$ cat src/rtl/dmem_ctrl_pkg.sv
// Shared types and helpers for the data-memory port controller:
// access size encoding, byte-mask constants, alignment check and load extension.
package dmem_ctrl_pkg;

  typedef enum logic [1:0] {
    SZ_BYTE = 2'b00,
    SZ_HALF = 2'b01,
    SZ_WORD = 2'b10,
    SZ_ILL  = 2'b11
  } size_e;

  localparam logic [3:0] BM_WORD = 4'b1111;
  localparam logic [3:0] BM_HALF = 4'b0011;
  localparam logic [3:0] BM_BYTE = 4'b0001;
  localparam logic [3:0] BM_NONE = 4'b0000;

  // Also covers the illegal size code, so a false result means "reject".
  function automatic logic is_aligned(input size_e size, input logic [1:0] addr_lo);
    logic ok;
    ok = 1'b0;
    case (size)
      SZ_BYTE: ok = 1'b1;
      SZ_HALF: ok = ~addr_lo[0];
      SZ_WORD: ok = (addr_lo == 2'b00);
      default: ok = 1'b0;
    endcase
    return ok;
  endfunction

  function automatic logic [3:0] size_bmask(input size_e size);
    logic [3:0] bm;
    bm = BM_NONE;
    case (size)
      SZ_BYTE: bm = BM_BYTE;
      SZ_HALF: bm = BM_HALF;
      SZ_WORD: bm = BM_WORD;
      default: bm = BM_NONE;
    endcase
    return bm;
  endfunction

  // Memory data arrives already shifted down by the byte offset.
  function automatic logic [31:0] load_extend(input size_e size, input logic zext,
                                              input logic [31:0] data);
    logic        sign;
    logic [31:0] res;
    sign = 1'b0;
    res  = '0;
    case (size)
      SZ_BYTE: begin
        sign = ~zext & data[7];
        res  = {{24{sign}}, data[7:0]};
      end
      SZ_HALF: begin
        sign = ~zext & data[15];
        res  = {{16{sign}}, data[15:0]};
      end
      SZ_WORD: res = data;
      default: res = '0;
    endcase
    return res;
  endfunction

endpackage

$ cat src/rtl/dmem_rr_arb2.sv
// Two-way arbiter: round-robin on ties, or port 0 always wins when FIXED_PRIO is set.
// The pointer only moves when something is granted.
module dmem_rr_arb2 #(
  parameter bit FIXED_PRIO = 1'b0
) (
  input  logic       clk,
  input  logic       reset,
  input  logic [1:0] eligible,
  output logic [1:0] grant
);

  logic last_p1;

  // Reset to "port 1 last" so port 0 takes the first tie.
  always_ff @(posedge clk) begin
    if (reset) begin
      last_p1 <= 1'b1;
    end else if (|grant) begin
      last_p1 <= grant[1];
    end
  end

  always_comb begin
    grant = eligible;
    if (&eligible) begin
      grant = (FIXED_PRIO || last_p1) ? 2'b01 : 2'b10;
    end
  end

endmodule

$ cat src/rtl/dmem_port_ctrl.sv
// Two-requester front end for the single-port 2 KB data memory: arbitration,
// size/alignment checking, byte-mask generation and registered per-port responses.
module dmem_port_ctrl
  import dmem_ctrl_pkg::*;
#(
  parameter int ADDR_W     = 11,
  parameter int DATA_W     = 32,
  parameter bit FIXED_PRIO = 1'b0
) (
  input  logic              i_clk,
  input  logic              i_reset,
  input  logic              i_p0_req_valid,
  output logic              o_p0_req_ready,
  input  logic [ADDR_W-1:0] i_p0_addr,
  input  logic [DATA_W-1:0] i_p0_wdata,
  input  logic [1:0]        i_p0_size,
  input  logic              i_p0_unsigned,
  input  logic              i_p0_we,
  output logic              o_p0_rsp_valid,
  input  logic              i_p0_rsp_ready,
  output logic [DATA_W-1:0] o_p0_rsp_rdata,
  output logic              o_p0_rsp_err,
  input  logic              i_p1_req_valid,
  output logic              o_p1_req_ready,
  input  logic [ADDR_W-1:0] i_p1_addr,
  input  logic [DATA_W-1:0] i_p1_wdata,
  input  logic [1:0]        i_p1_size,
  input  logic              i_p1_unsigned,
  input  logic              i_p1_we,
  output logic              o_p1_rsp_valid,
  input  logic              i_p1_rsp_ready,
  output logic [DATA_W-1:0] o_p1_rsp_rdata,
  output logic              o_p1_rsp_err,
  output logic [ADDR_W-1:0] o_mem_addr,
  output logic [DATA_W-1:0] o_mem_wdata,
  output logic [3:0]        o_mem_bmask,
  output logic              o_mem_wren,
  input  logic [DATA_W-1:0] i_mem_rdata
);

  logic [1:0]             req_valid;
  logic [1:0]             rsp_ready;
  logic [1:0]             eligible;
  logic [1:0]             grant;
  logic [1:0]             rsp_valid_q;
  logic [1:0]             rsp_err_q;
  logic [1:0][DATA_W-1:0] rsp_rdata_q;

  logic [ADDR_W-1:0] sel_addr;
  logic [DATA_W-1:0] sel_wdata;
  size_e             sel_size;
  logic              sel_zext;
  logic              sel_we;
  logic              sel_legal;
  logic              any_grant;
  logic [DATA_W-1:0] rsp_data_next;

  assign req_valid = {i_p1_req_valid, i_p0_req_valid};
  assign rsp_ready = {i_p1_rsp_ready, i_p0_rsp_ready};

  // A port stalled on its own unconsumed response drops out of arbitration.
  assign eligible = req_valid & (~rsp_valid_q | rsp_ready) & {2{~i_reset}};

  dmem_rr_arb2 #(
    .FIXED_PRIO(FIXED_PRIO)
  ) u_arb (
    .clk     (i_clk),
    .reset   (i_reset),
    .eligible(eligible),
    .grant   (grant)
  );

  always_comb begin
    if (grant[1]) begin
      sel_addr  = i_p1_addr;
      sel_wdata = i_p1_wdata;
      sel_size  = size_e'(i_p1_size);
      sel_zext  = i_p1_unsigned;
      sel_we    = i_p1_we;
    end else begin
      sel_addr  = i_p0_addr;
      sel_wdata = i_p0_wdata;
      sel_size  = size_e'(i_p0_size);
      sel_zext  = i_p0_unsigned;
      sel_we    = i_p0_we;
    end
  end

  assign any_grant = |grant;
  assign sel_legal = is_aligned(sel_size, sel_addr[1:0]);

  // Rejected accesses present an idle bus so a bad store can never land.
  always_comb begin
    o_mem_addr  = '0;
    o_mem_wdata = '0;
    o_mem_bmask = BM_NONE;
    o_mem_wren  = 1'b0;
    if (any_grant && sel_legal) begin
      o_mem_addr  = sel_addr;
      o_mem_wdata = sel_wdata;
      o_mem_bmask = size_bmask(sel_size);
      o_mem_wren  = sel_we;
    end
  end

  assign rsp_data_next = (sel_legal && !sel_we) ?
                         load_extend(sel_size, sel_zext, i_mem_rdata) : '0;

  always_ff @(posedge i_clk) begin
    if (i_reset) begin
      rsp_valid_q <= '0;
      rsp_err_q   <= '0;
      rsp_rdata_q <= '0;
    end else begin
      for (int n = 0; n < 2; n++) begin
        if (grant[n]) begin
          rsp_valid_q[n] <= 1'b1;
          rsp_err_q[n]   <= ~sel_legal;
          rsp_rdata_q[n] <= rsp_data_next;
        end else if (rsp_ready[n]) begin
          rsp_valid_q[n] <= 1'b0;
        end
      end
    end
  end

  assign o_p0_req_ready = grant[0];
  assign o_p1_req_ready = grant[1];
  assign o_p0_rsp_valid = rsp_valid_q[0];
  assign o_p1_rsp_valid = rsp_valid_q[1];
  assign o_p0_rsp_err   = rsp_err_q[0];
  assign o_p1_rsp_err   = rsp_err_q[1];
  assign o_p0_rsp_rdata = rsp_rdata_q[0];
  assign o_p1_rsp_rdata = rsp_rdata_q[1];

endmodule

$ cat config.mk
export PLATFORM = sky130hd
export DESIGN_NAME = dmem_port_ctrl
export DESIGN_NICKNAME = d
export VERILOG_FILES = /design/src/rtl/dmem_ctrl_pkg.sv /design/src/rtl/dmem_rr_arb2.sv /design/src/rtl/dmem_port_ctrl.sv
export SDC_FILE = /design/constraint.sdc
export NUM_CORES = 1
export LEC_CHECK = 0
export BUFFER_PORTS_ARGS = -buffer_cell sky130_fd_sc_hd__buf_2
export CAP_MARGIN = 10
export CORE_ASPECT_RATIO = 1.75
export CORE_MARGIN = 5
export CORE_UTILIZATION = 44
export DETAILED_ROUTE_END_ITERATION = 10
export PLACE_DENSITY = 0.86
export SYNTH_ARGS = -nofsm -noshare
export SYNTH_HDL_FRONTEND = slang
export SYNTH_SLANG_ARGS = --single-unit
$ cat constraint.sdc
create_clock -name i_clk -period 5.5 [get_ports i_clk]
set_clock_uncertainty 0.2 [all_clocks]
set_input_delay 0.275 -clock i_clk [delete_from_list [all_inputs] [get_ports i_clk]]
set_output_delay 0.275 -clock i_clk [all_outputs]
set_load 0.005 [all_outputs]
==> results of run 1 <==
worst max-delay path by stage:
| stage | startpoint | end | slack [ns] | depth (start not counted) |
|---|---|---|---|---|
| after global placement | i_p1_rsp_ready | o_mem_wdata[18] | 1.07 | 13 |
| after floorplan | rsp_valid_q[1] | o_mem_addr[1] | 2.33 | 14 |
| after global routing | rsp_valid_q[0] | o_mem_wdata[18] | 0.21 | 12 |
| final | rsp_valid_q[0] | o_mem_wdata[4] | 0.58 | 12 |
| after detailed placement | i_p0_rsp_ready | o_mem_wdata[18] | 0.86 | 13 |
| after CTS | rsp_valid_q[0] | o_mem_wdata[18] | 0.61 | 12 |
power by group through the flow:
stage          clock, mW  sequential, mW  combinational (mW)
5_1_grt            0.509           0.517               0.294
3_5_place_dp           0           0.526               0.263
4_1_cts            0.493           0.516               0.269
3_3_place_gp           0           0.526               0.256
6_report           0.493           0.516               0.271
2_1_floorplan          0           0.526               0.150
registers in the layout, indices dropped and copies added (netlist names):
register and count:
o_p0_rsp_rdata 32, o_p1_rsp_rdata 32, rsp_err_q 2, rsp_valid_q 2, u_arb.last_p1 1
cell usage after synthesis (3+ instances only):
cell,n,area (um2)
sky130_fd_sc_hd__mux2i_1,45,450
sky130_fd_sc_hd__nor2_1,7,26.3
sky130_fd_sc_hd__o21ai_2,3,26.3
sky130_fd_sc_hd__nand3_1,5,25.0
sky130_fd_sc_hd__nor2b_1,3,18.8
sky130_fd_sc_hd__nand2_1,29,109
sky130_fd_sc_hd__dfxtp_1,69,1380
sky130_fd_sc_hd__a22o_1,16,140
sky130_fd_sc_hd__inv_1,3,11.3
sky130_fd_sc_hd__o2bb2ai_1,24,210
sky130_fd_sc_hd__ha_1,4,50.1
sky130_fd_sc_hd__nor3_1,44,220
sky130_fd_sc_hd__clkbuf_1,6,22.5
sky130_fd_sc_hd__buf_6,8,90.1
sky130_fd_sc_hd__a32oi_1,24,210
sky130_fd_sc_hd__buf_2,18,90.1
sky130_fd_sc_hd__o21ai_0,25,125
sky130_fd_sc_hd__nand2b_1,3,18.8
sky130_fd_sc_hd__a21oi_2,3,26.3
critical path, delay by kind of cell (launching register included):
kind	cells	cell delay, ns
and+or+nand+nor	6	1.12
AOI/OAI and AO/OA	2	1.08
buffers and inverters	2	0.80
adders and majority gates	1	0.51
DFF	1	0.31
muxes	1	0.26
final cells by class:
| type | instances | area, um2 | share of cell area, % |
|---|---|---|---|
| clock buffers | 9 | 225 | 4.52 |
| repair buffers | 260 | 1350 | 27.1 |
| inverters | 4 | 15.0 | 0.302 |
| clock inverters | 3 | 17.5 | 0.352 |
| flip-flops and latches | 69 | 1380 | 27.8 |
| multi-input cells | 257 | 1880 | 37.7 |
| well taps | 90 | 113 | 2.26 |
metal layers:
layer  vias up  part of all wire, %
li1       1848                    -
met1      1869                   38
met2       288                   48
met3        25                   11
met4         0                  2.4
met5         -                    0
what timing repair did:
action	4_1_cts	5_1_grt
hold buffers	8	0
setup buffers	0	0
hold endpoints to repair	14	0
through the flow:
stage	hold slack, ns	setup WS, ns	area (um2)	instances
after floorplan	0.208	2.33	3480	365
after global placement	0.232	1.07	4650	672
after detailed placement	0.241	0.863	4650	672
after CTS	0.0325	0.611	4980	692
after global routing	0.0481	0.210	4980	692
final	0.0361	0.585	4980	692
kinds of logic (layout without fill, tap and decap cells):
kind of cell / count (synthesis) / count (layout)
fa+ha+maj: 4 / 4
mux: 45 / 45
compound gates: 106 / 106
simple gates: 102 / 102
flops: 69 / 69
buf+inv: 39 / 276
==> results.md, run 1 <==
- The area growth from synthesis to layout is 43.1%.
- In the global route stage, met2 resource usage came out at 45.5%.
- The path class of the tightest hold or removal check is primary input to flip-flop.
- The worst path required time is ~5.0 ns.
- The total count of hold-check failures in the final report is 0.
- The pin slew with the least headroom to its limit is approximately 1.2 ns.
- The die height is between 100 and 150 um.
- Entering global routing, the biggest net connects 48 pins.
- STA classifies the critical path endpoint as an output pin.
- In this run the remaining antenna-violating nets after routing total 0.
- The filler cell count is 656.
- The final max-slew violation count is 0.
- The chip width is between 70 and 80 um.
- The TritonCTS clock tree is built.
- Summed over all failing endpoints, the final setup total negative slack is 0 ns.
- The xor and xnor area share after synthesis is 0%.
- The post-synthesis average cell area is between 9 and 10 um2.
- The mux contribution to synthesized area is between 10 and 15%.
- After synthesis the netlist holds a flip-flop and latch count of about 70.
- Counting flops with a built-in enable in the synthesized netlist gives 0.
- The clock net in this run drives a total of approximately 70 sinks.
- The net count of the mapped netlist is 501.
- The most common cell after layout, fill and taps aside is sky130_fd_sc_hd__buf_2.
- The switching power of the nets is between 0.3 and 0.4 mW.
- The synthesized cell area is between 3000 and 4000 um2.
- In this design, the stage delay of the slowest critical-path cell is about 0.9 ns.
- The number of warnings issued by yosys is 0.
- The routed layout has about 4,000 vias.
- The startpoint type of the worst setup path is a flip-flop.
- The synthesized netlist devotes approximately 24% of its cell area to compound gates.
- The global-route met1 utilization is about a third.
- The worst-skew pair later-pin latency is 0.33 ns.
- The global-route wire length before repair is 21,300 um.
- Dividing the detail-routed wire length by the instance count gives about 21 um.
- The worst register-to-register path begins at rsp_valid_q[0].
- Setup repair after global routing left no endpoint under its margin.
- The number of global-route vias before repair was 4,008.
- The proportion of synthesized chip area in sequential cells is between 30 and 40%.
- Once the clock tree was built, the resizer swapped 0 gates to a different size.
- The completed layout was analyzed and its total power is 1.28 mW.
- The proportion of layout cells with a drive suffix above 1 is between 40% and 50%.
- The number of ports placed on the die boundary is 250.
- Synthesis instantiated 40 different standard cells from the library.
- The logic depth of the worst register-to-register path is 11.
- After legalization and detailed placement, the total HPWL measured 10,900 um.
- By area, the combinational part of the netlist is dominated by compound AO/OA/AOI/OAI gates.
- The count of buffers added on input and output ports is ~250.
- The most used flip-flop cell after synthesis is sky130_fd_sc_hd__dfxtp_1.
- On the critical path, the stage with the largest delay is an instance of sky130_fd_sc_hd__a21oi_4.
- The worst path needs around 4.9 ns of the cycle, external delays included.
- The placeable core region is approximately 7800 um2.
- The ratio of routed vias to standard cells is between 5 and 6.
- The number of levels in the clock H-tree is 3.
- The internal portion of the total power is slightly above 0.9 mW.
- The number of buffers created by CTS is 9.
- The congestion estimate from routability-driven global placement came to slightly below 0.9.
- The final layout contains about 740 nets.
- Per report_power, the combinational group accounts for around a fifth of the total.
- The switching share of total power is roughly 28%.
- The proportion of register bits with asynchronous set or reset after synthesis is 0%.
- The cell leakage power is 2.65 nW.
- Of the total power, the clock network draws a little under 40%.
- The startpoint of the lowest-slack hold path is i_mem_rdata[23].
- Wires add up to between 10,000 and 15,000 um.
- After clock tree synthesis, the clock-pin slew on the worst setup and hold paths is around 0.05 ns.
- The number of rows created at floorplan is 43.
- The cell sitting at the root of the clock tree is a sky130_fd_sc_hd__clkbuf_16.
- Measured against its own limit, the worst slew margin works out to 22.9%.
- Measured on the finished design, the core utilization comes to 63.8%.
- The tool flagged a number of max-cap violations equal to 0.
- The endpoint identified for the worst register-to-register timing path is o_p0_rsp_rdata[27].
- The die covers approximately 9900 um2.
- The count of inserted antenna diode cells is 0.
- The pre-antenna-repair detailed-routing pass consisted of 5 iterations.
- The depth of the worst hold-timing path is 3.
- The adder-cell area share of the yosys netlist is 1.44%.
- The number of DRC violations after detailed-routing iteration 0 is 254.
- The instance count of the mapped netlist is roughly 370.
- The run finished with clean final reports.
- Timing would allow up to a little over 200 MHz.
- The hold-critical path endpoint is o_p1_rsp_rdata[23].
- Of the total synthesized cell area, the portion taken by AND, OR, NAND and NOR gates is between 10 and 15%.
- Walking the worst path, the cells encountered are nand2b_1 > nand3_1 > nand2_4 > buf_4 > mux2i_1 > ha_1 > nor2b_1 > o21ai_2 > nand2_1 > a21oi_4 > nor3_1 > buf_2.
- The top cell types in the final layout, fill and taps aside, are sky130_fd_sc_hd__buf_2 (249), sky130_fd_sc_hd__dfxtp_1 (69), sky130_fd_sc_hd__mux2i_1 (45).
- Global routing used around 27% of the available tracks.
- The global routing stage identified its most utilized layer as met2.
- The initial antenna violation count is 0.
- Along the worst path, the maximum fanout reaches 47.
- The share of the cycle needed by the critical path after routing is just under 90%.
- The worst-case clock buffer depth is 2.
- Setup violations remaining at the end of the flow were counted as 0.
- The power density of the placed cells is 257 nW/um2.
- Setup slack on the worst reg-to-reg path comes out at about 1.3 ns.
- The sequential group share of total power is about two fifths.
- Once the floorplan was initialized, standard cells occupied around 45% of the core.
- IR analysis of the VDD net gives a maximum drop of 0.209 mV.
- In the routed design, unresolved DRC markers number 0.
- The data arrival time at the worst-slack endpoint is about 4.4 ns.
- The met3 demand-to-capacity share in global routing is 7.33%.
- The total overflow reported by the global router is 0.
- The critical path in this run is classified as flip-flop to output pin.
No activity file was read; power rests on OpenSTA's default activity.
==> run 2, diff against run 1 <==
--- a/config.mk
+++ b/config.mk
@@ -13,4 +13,5 @@
 export DETAILED_ROUTE_END_ITERATION = 10
 export PLACE_DENSITY = 0.86
+export REMOVE_ABC_BUFFERS = 1
 export SYNTH_ARGS = -nofsm -noshare
 export SYNTH_HDL_FRONTEND = slang
==> constraint.sdc (replaced) <==
create_clock -name i_clk -period 5.5 [get_ports i_clk]
set_clock_uncertainty 0.2 [all_clocks]
set_input_delay 1.1 -clock i_clk [delete_from_list [all_inputs] [get_ports i_clk]]
set_output_delay 1.1 -clock i_clk [all_outputs]
set_load 0.005 [all_outputs]
==> results.md, run 2 (synthesis gave the netlist of run 1 again) <==
- The ratio of routed vias to standard cells came to 5.80 (-0.44%).
- The path length in cells of the critical path came to 15 (+3).
- The number of setup violations in the final report was 0 (unchanged).
- The TritonCTS sink count was 69 (unchanged).
- The count of port buffers added during placement came to 249 (unchanged).
- The pin slew with the least headroom to its limit was 1.20 ns (+0.0444 ns).
- The worst path required time was 4.20 ns (-0.83 ns).
- The average wire per cell in the routed design came to 20.7 um (about the same).
- The worst IR drop on VDD is 0.139 mV (-34%).
- The HPWL after detailed placement is 11,500 um (+5.7%).
- The timing-limited maximum frequency is 194 MHz (-4.7%).
- The worst-skew pair later-pin latency came to 0.32 ns (about the same).
- The antenna violation net count after detailed routing is 0 (unchanged).
- The die height is 128 um (unchanged).
- The number of rows created at floorplan was 43 (unchanged).
- The worst reg2reg path startpoint is rsp_valid_q[0].
- The initial antenna violation count came to 0 (unchanged).
- The via total after detailed routing is 4,018 (-0.30%).
- The worst-case clock buffer depth is 2 (unchanged).
- The post-route minimum period is 5.16 ns (+0.245 ns).
- The kind of end point of the critical path is an output pin.
- Walking the worst path, the cells encountered are buf_2 > nand2b_1 > nand3_1 > nand2_4 > inv_2 > mux2i_1 > inv_1 > ha_1 > nor2b_1 > o21ai_2 > nand3_1 > a21oi_4 > buf_6 > nor3_1 > buf_2.
- In this design, the largest share of critical-path delay is due to simple AND/OR/NAND/NOR gates.
- The filler cell count is 636 (-3.0%).
- The worst path setup slack after routing is 0.340 ns (-0.245 ns).
- The post-placement cell count is 677 (+0.74%).
- The total overflow reported by the global router is 0 (unchanged).
- The most common cell after layout, fill and taps aside is sky130_fd_sc_hd__buf_2.
- The share of the cycle needed by the critical path after routing is 93.8% (+4.5 points).
- The clock-pin slew on the worst setup and hold paths is 0.06 ns (about the same).
- The number of standard cells in the layout, taps in and fillers out is 693 (+0.14%).
- The largest stage delay on the critical path is 0.31 ns (-0.58 ns).
- In the layout the commonest cells are sky130_fd_sc_hd__buf_2 (249), sky130_fd_sc_hd__dfxtp_1 (69), sky130_fd_sc_hd__mux2i_1 (45).
- The worst hold path begins at o_p0_rsp_rdata[21].
- The global-route wire length before repair is 21,400 um (+0.62%).
- The initial cell density of the core came to 44.6% (unchanged).
- The chip width is 77.2 um (unchanged).
- The number of levels in the clock H-tree is 3 (unchanged).
- The final weighted congestion of routability-driven global placement is 0.946 (+7.3%).
- The die footprint came to 9850 um2 (unchanged).
- The final wirelength is 14,400 um (+0.20%).
- The total buffers and inverters traversed by the critical path is 5 (+3).
- The number of design rule violations left after detail routing is 0 (unchanged).
- The class of the worst hold path is flip-flop to flip-flop.
- The total count of hold-check failures in the final report came to 0 (unchanged).
- The TritonCTS clock tree is built.
- The final max-slew violation count is 0 (unchanged).
- The cell leakage power was 2.67 nW (+0.68%).
- The overall fraction of global-route tracks in use came to 27.9% (+0.73 points).
- The logic depth of the worst register-to-register path is 13 (+2).
- The number of violations of the max-capacitance limit came to 0 (unchanged).
- The synthesis-to-layout area growth is 43.6%.
- The worst setup path category is primary input to output pin.
- The launch point of the worst path is i_p0_rsp_ready.
- The tightest hold margin is 0.249 ns (+0.213 ns).
- The proportion of layout cells with a drive suffix above 1 is 47.8% (+1.4 points).
- The post-CTS setup repair buffer count was 0 (unchanged).
- The pin count of the biggest net entering global routing is 47 (-2.1%).
- The clock root buffer is sky130_fd_sc_hd__clkbuf_16.
- Setup repair after global routing left no endpoint under its margin.
- The flow ran to the end, and the final reports show no timing, DRC or antenna violations.
- The number of nets at the end of the flow came to 734 (-0.41%).
- The number of detailed-routing iterations run before antenna repair was 5 (unchanged).
- The setup slack at placement is 0.282 ns (-0.580 ns).
- The headroom to the max-slew limit is 20.0% (-3.0 points).
- The worst-path maximum fanout is 46 (-2.1%).
- The number of global-route vias before repair was 3,907 (-2.5%).
- The placeable core region was 7800 um2 (unchanged).
- The number of ports placed on the die boundary is 250 (unchanged).
- The count of inserted antenna diode cells is 0 (unchanged).
- The number of DRC violations after detailed-routing iteration 0 is 318 (+25%).
- The startpoint type of the worst setup path is a primary input.
- The number of buffers created by CTS is 9 (unchanged).
- The data arrival time at the worst-slack endpoint is 3.86 ns (-0.58 ns).
- The depth of the worst hold-timing path is 2 (-1).
- For this design, the slowest cell found on the critical path is sky130_fd_sc_hd__mux2i_1.
- The power density of the placed cells is 272 nW/um2 (+5.9%).
==> run 2: changes by cell type in the layout (fill, tap and decap cells not counted) <==
cell                            delta
sky130_fd_sc_hd__buf_4             +4
sky130_fd_sc_hd__buf_6             +1
sky130_fd_sc_hd__bufinv_16         +1
sky130_fd_sc_hd__clkinv_4          +2
sky130_fd_sc_hd__dlygate4sd3_1     -8
sky130_fd_sc_hd__inv_6             +1
==> run 2: worst paths after layout <==
check | endpoint | slack (ns)
hold / removal | o_p0_rsp_rdata[21] | 0.25
hold reg to reg | o_p0_rsp_rdata[21] | 0.25
setup reg to reg | o_p0_rsp_rdata[31] | 1.89
setup / recovery | o_mem_wdata[12] | 0.34
==> run 2: through the flow <==
stage | instance area, um2 | total power [mW] | TNS, ns | utilization [%]
2_1_floorplan | 3260 | 0.658 | -18.86 | -
3_3_place_gp | 4690 | 0.792 | 0 | 60.1
3_5_place_dp | 4690 | 0.798 | 0 | 60.1
4_1_cts | 4990 | 1.37 | 0 | 64.0
5_1_grt | 4990 | 1.42 | 0 | 64.0
6_report | 4990 | 1.36 | 0 | 64.0
==> run 2: what timing repair did <==
item | CTS | global route
setup endpoints to repair | 0 | 1
hold buffers | 0 | 0
resized for setup | 0 | 1
==> run 2: area by class of cell <==
cell class | count | area, um2 | share of cell area, %
flip-flops and latches | 69 | 1380 | 27.7
clock buffers | 9 | 225 | 4.51
multi-input cells | 257 | 1880 | 37.6
repair buffers | 257 | 1310 | 26.2
inverters | 4 | 15.0 | 0.301
well taps | 90 | 113 | 2.25
clock inverters | 7 | 73.8 | 1.48
==> run 2: worst min-delay path, stage by stage, from the launching register on <==
cell                      delay, ns
sky130_fd_sc_hd__dfxtp_1       0.32
sky130_fd_sc_hd__nand2_1       0.04
sky130_fd_sc_hd__o21ai_0       0.05
==> run 2: layer usage <==
metal  global-route usage [%]  up-vias  wire length (um)
met3                     8.53       32              1620
met1                     33.7     1826              5350
met4                     7.69        0               342
met5                        0        -                 0
li1                         -     1848                 -
met2                     47.6      312              7050
==> run 2: report_power, final <==
group          internal (mW)  total [mW]  switching, mW  leakage, nW
Sequential             0.510       0.516        0.00583        0.557
Clock                  0.352       0.568          0.216        0.146
Combinational          0.113       0.276          0.163         1.97
Total                  0.974        1.36          0.385         2.67
==> run 3, diff against run 2 <==
RECOVER_POWER = 100   (was default)
==> results.md, run 3 (synthesis gave the netlist of run 1 again) <==
- The worst hold path belongs to the class flip-flop to flip-flop.
- The number of levels in the clock H-tree is 3 (unchanged).
- The number of setup violations in the final report is 0 (unchanged).
- The antenna violation net count after detailed routing was 0 (unchanged).
- The number of rows created at floorplan is 43 (unchanged).
- The initial antenna violation count is 0 (unchanged).
- The number of violations of the max-capacitance limit was 1 (+1).
- The pin count of the biggest net entering global routing is 47 (unchanged).
- The worst-case clock buffer depth came to 2 (unchanged).
- The initial cell density of the core was 44.6% (unchanged).
- The worst IR drop on VDD is 0.139 mV (-0.15%).
- The clock-pin slew on the worst setup and hold paths is 0.06 ns (about the same).
- The number of design rule violations left after detail routing is 0 (unchanged).
- The final wirelength came to 14,400 um (+0.36%).
- The die footprint was 9850 um2 (unchanged).
- The quantity of gates resized following cts came to 0 (unchanged).
- The TritonCTS sink count is 69 (unchanged).
- The tightest hold margin is 0.247 ns (-0.00177 ns).
- The worst setup path is launched from a primary input.
- The final core utilization is 62.4% (-1.7 points).
- The count of port buffers added during placement is 249 (unchanged).
- The worst-skew pair later-pin latency is 0.32 ns (about the same).
- The filler cell count is 687 (+8.0%).
- Setup repair after global routing left no endpoint under its margin.
- The proportion of layout cells with a drive suffix above 1 is 34.3% (-13 points).
- The number of buffers created by CTS was 9 (unchanged).
- The setup slack at placement was 0.282 ns (unchanged).
- The clock root buffer is sky130_fd_sc_hd__clkbuf_16.
- TritonCTS built the clock tree.
- Leaving out fill and tap cells, the most frequent cell in the layout is sky130_fd_sc_hd__buf_2.
- The total overflow reported by the global router is 0 (unchanged).
- The post-placement cell count is 677 (unchanged).
- The power density of the placed cells is 277 nW/um2 (+1.9%).
- The count of inserted antenna diode cells came to 0 (unchanged).
- The ratio of routed vias to standard cells was 5.70 (-1.8%).
- The number of detailed-routing iterations run before antenna repair is 5 (unchanged).
- The number of DRC violations after detailed-routing iteration 0 is 268 (-16%).
- The final weighted congestion of routability-driven global placement is 0.946 (unchanged).
- The total of hold buffers inserted after clock tree synthesis is 0 (unchanged).
- The final reports fail on max-capacitance violations, max-slew violations.
- The share of the cycle needed by the critical path after routing is 94.3% (+0.46 points).
- The headroom to the max-slew limit is -8.55% (-29 points).
- The die height came to 128 um (unchanged).
- The final max-slew violation count came to 25 (+25).
- The worst setup path is captured at an output pin.
- The worst-path maximum fanout is 26 (-43%).
- The chip width is 77.2 um (unchanged).
- The via total after detailed routing is 3,947 (-1.8%).
- The overall fraction of global-route tracks in use was 27.9% (unchanged).
- The worst path required time is 4.20 ns (about the same).
- The timing-limited maximum frequency is 193 MHz (-0.49%).
- The post-route minimum period is 5.19 ns (+0.0253 ns).
- The number of ports placed on the die boundary is 250 (unchanged).
- In the layout the commonest cells are sky130_fd_sc_hd__buf_2 (171), sky130_fd_sc_hd__clkbuf_1 (77), sky130_fd_sc_hd__dfxtp_1 (69).
- The post-CTS setup repair buffer count is 0 (unchanged).
- The area growth from synthesis to layout is 39.9%.
- The number of standard cells in the layout, taps in and fillers out is 693 (unchanged).
- The data arrival time at the worst-slack endpoint came to 3.89 ns (+0.03 ns).
- The HPWL after detailed placement is 11,500 um (unchanged).
- The placeable core region is 7800 um2 (unchanged).
- The cell leakage power is 2.34 nW (-12%).
- The critical path is of the primary input to output pin type.
- The worst path setup slack after routing was 0.314 ns (-0.0253 ns).
- The flow ran to the end, but the final reports show violations.
- The global-route wire length before repair is 21,400 um (unchanged).
- The number of global-route vias before repair is 3,907 (unchanged).
- The total count of hold-check failures in the final report is 0 (unchanged).
- The pin slew with the least headroom to its limit is 1.63 ns (+0.428 ns).
- The average wire per cell in the routed design is 20.8 um (+0.36%).
- The internal reg-to-reg setup slack is 1.14 ns (-0.75 ns).
- The number of nets at the end of the flow came to 734 (unchanged).
run 3: cell count changes in the layout (fill, tap and decap cells not counted), sizes merged:
cell and change:
buf -79, clkbuf +79
run 3: per-layer routing:
| metal | track usage, % | up-vias | share of wire, % |
|---|---|---|---|
| met2 | 47.6 | 301 | 49 |
| met4 | 7.69 | 0 | 2.2 |
| met3 | 8.53 | 24 | 11 |
| met5 | 0 | - | 0 |
| met1 | 33.7 | 1774 | 38 |
| li1 | - | 1848 | - |
run 3: final timing paths:
path | from | end | cells past startpoint
max | i_p0_rsp_ready | o_mem_bmask[2] | 14
min | o_p0_rsp_rdata[21] | o_p0_rsp_rdata[21] | 2
max reg2reg | rsp_valid_q[0] | o_p0_rsp_rdata[31] | 13
min reg2reg | o_p0_rsp_rdata[21] | o_p0_rsp_rdata[21] | 2
run 3: through the flow:
step	total power, mW	setup TNS [ns]	area [um2]
2_1_floorplan	0.658	-18.86	3260
4_1_cts	1.37	0	4990
3_3_place_gp	0.792	0	4690
3_5_place_dp	0.798	0	4690
5_1_grt	1.41	0	4870
6_report	1.35	0	4870
run 3: critical path, cell delays in order:
cell and delay [ns]:
sky130_fd_sc_hd__buf_2 0.10, sky130_fd_sc_hd__nand2b_1 0.19, sky130_fd_sc_hd__nand3_1 0.24, sky130_fd_sc_hd__nand2_4 0.17
sky130_fd_sc_hd__inv_2 0.15, sky130_fd_sc_hd__mux2i_1 0.31, sky130_fd_sc_hd__inv_1 0.11, sky130_fd_sc_hd__ha_1 0.26
sky130_fd_sc_hd__nand2b_1 0.25, sky130_fd_sc_hd__nand2_1 0.16, sky130_fd_sc_hd__a21oi_4 0.07, sky130_fd_sc_hd__clkbuf_4 0.26
sky130_fd_sc_hd__nor3b_1 0.32, sky130_fd_sc_hd__clkbuf_1 0.18
run 3: power breakdown:
group / leakage [nW] / internal, mW / total (mW) / switching, mW
logic: 1.64 / 0.105 / 0.267 / 0.162
registers: 0.557 / 0.510 / 0.516 / 0.00597
clock network: 0.146 / 0.352 / 0.568 / 0.216
total: 2.34 / 0.967 / 1.35 / 0.383
run 3: area by class of cell:
cell class,instances,area (um2),area share [%]
multi-input cells,257,1850,38.0
flip-flops and latches,69,1380,28.4
repair buffers,257,1210,24.9
clock buffers,9,225,4.63
well taps,90,113,2.31
clock inverters,7,73.8,1.52
inverters,4,15.0,0.309
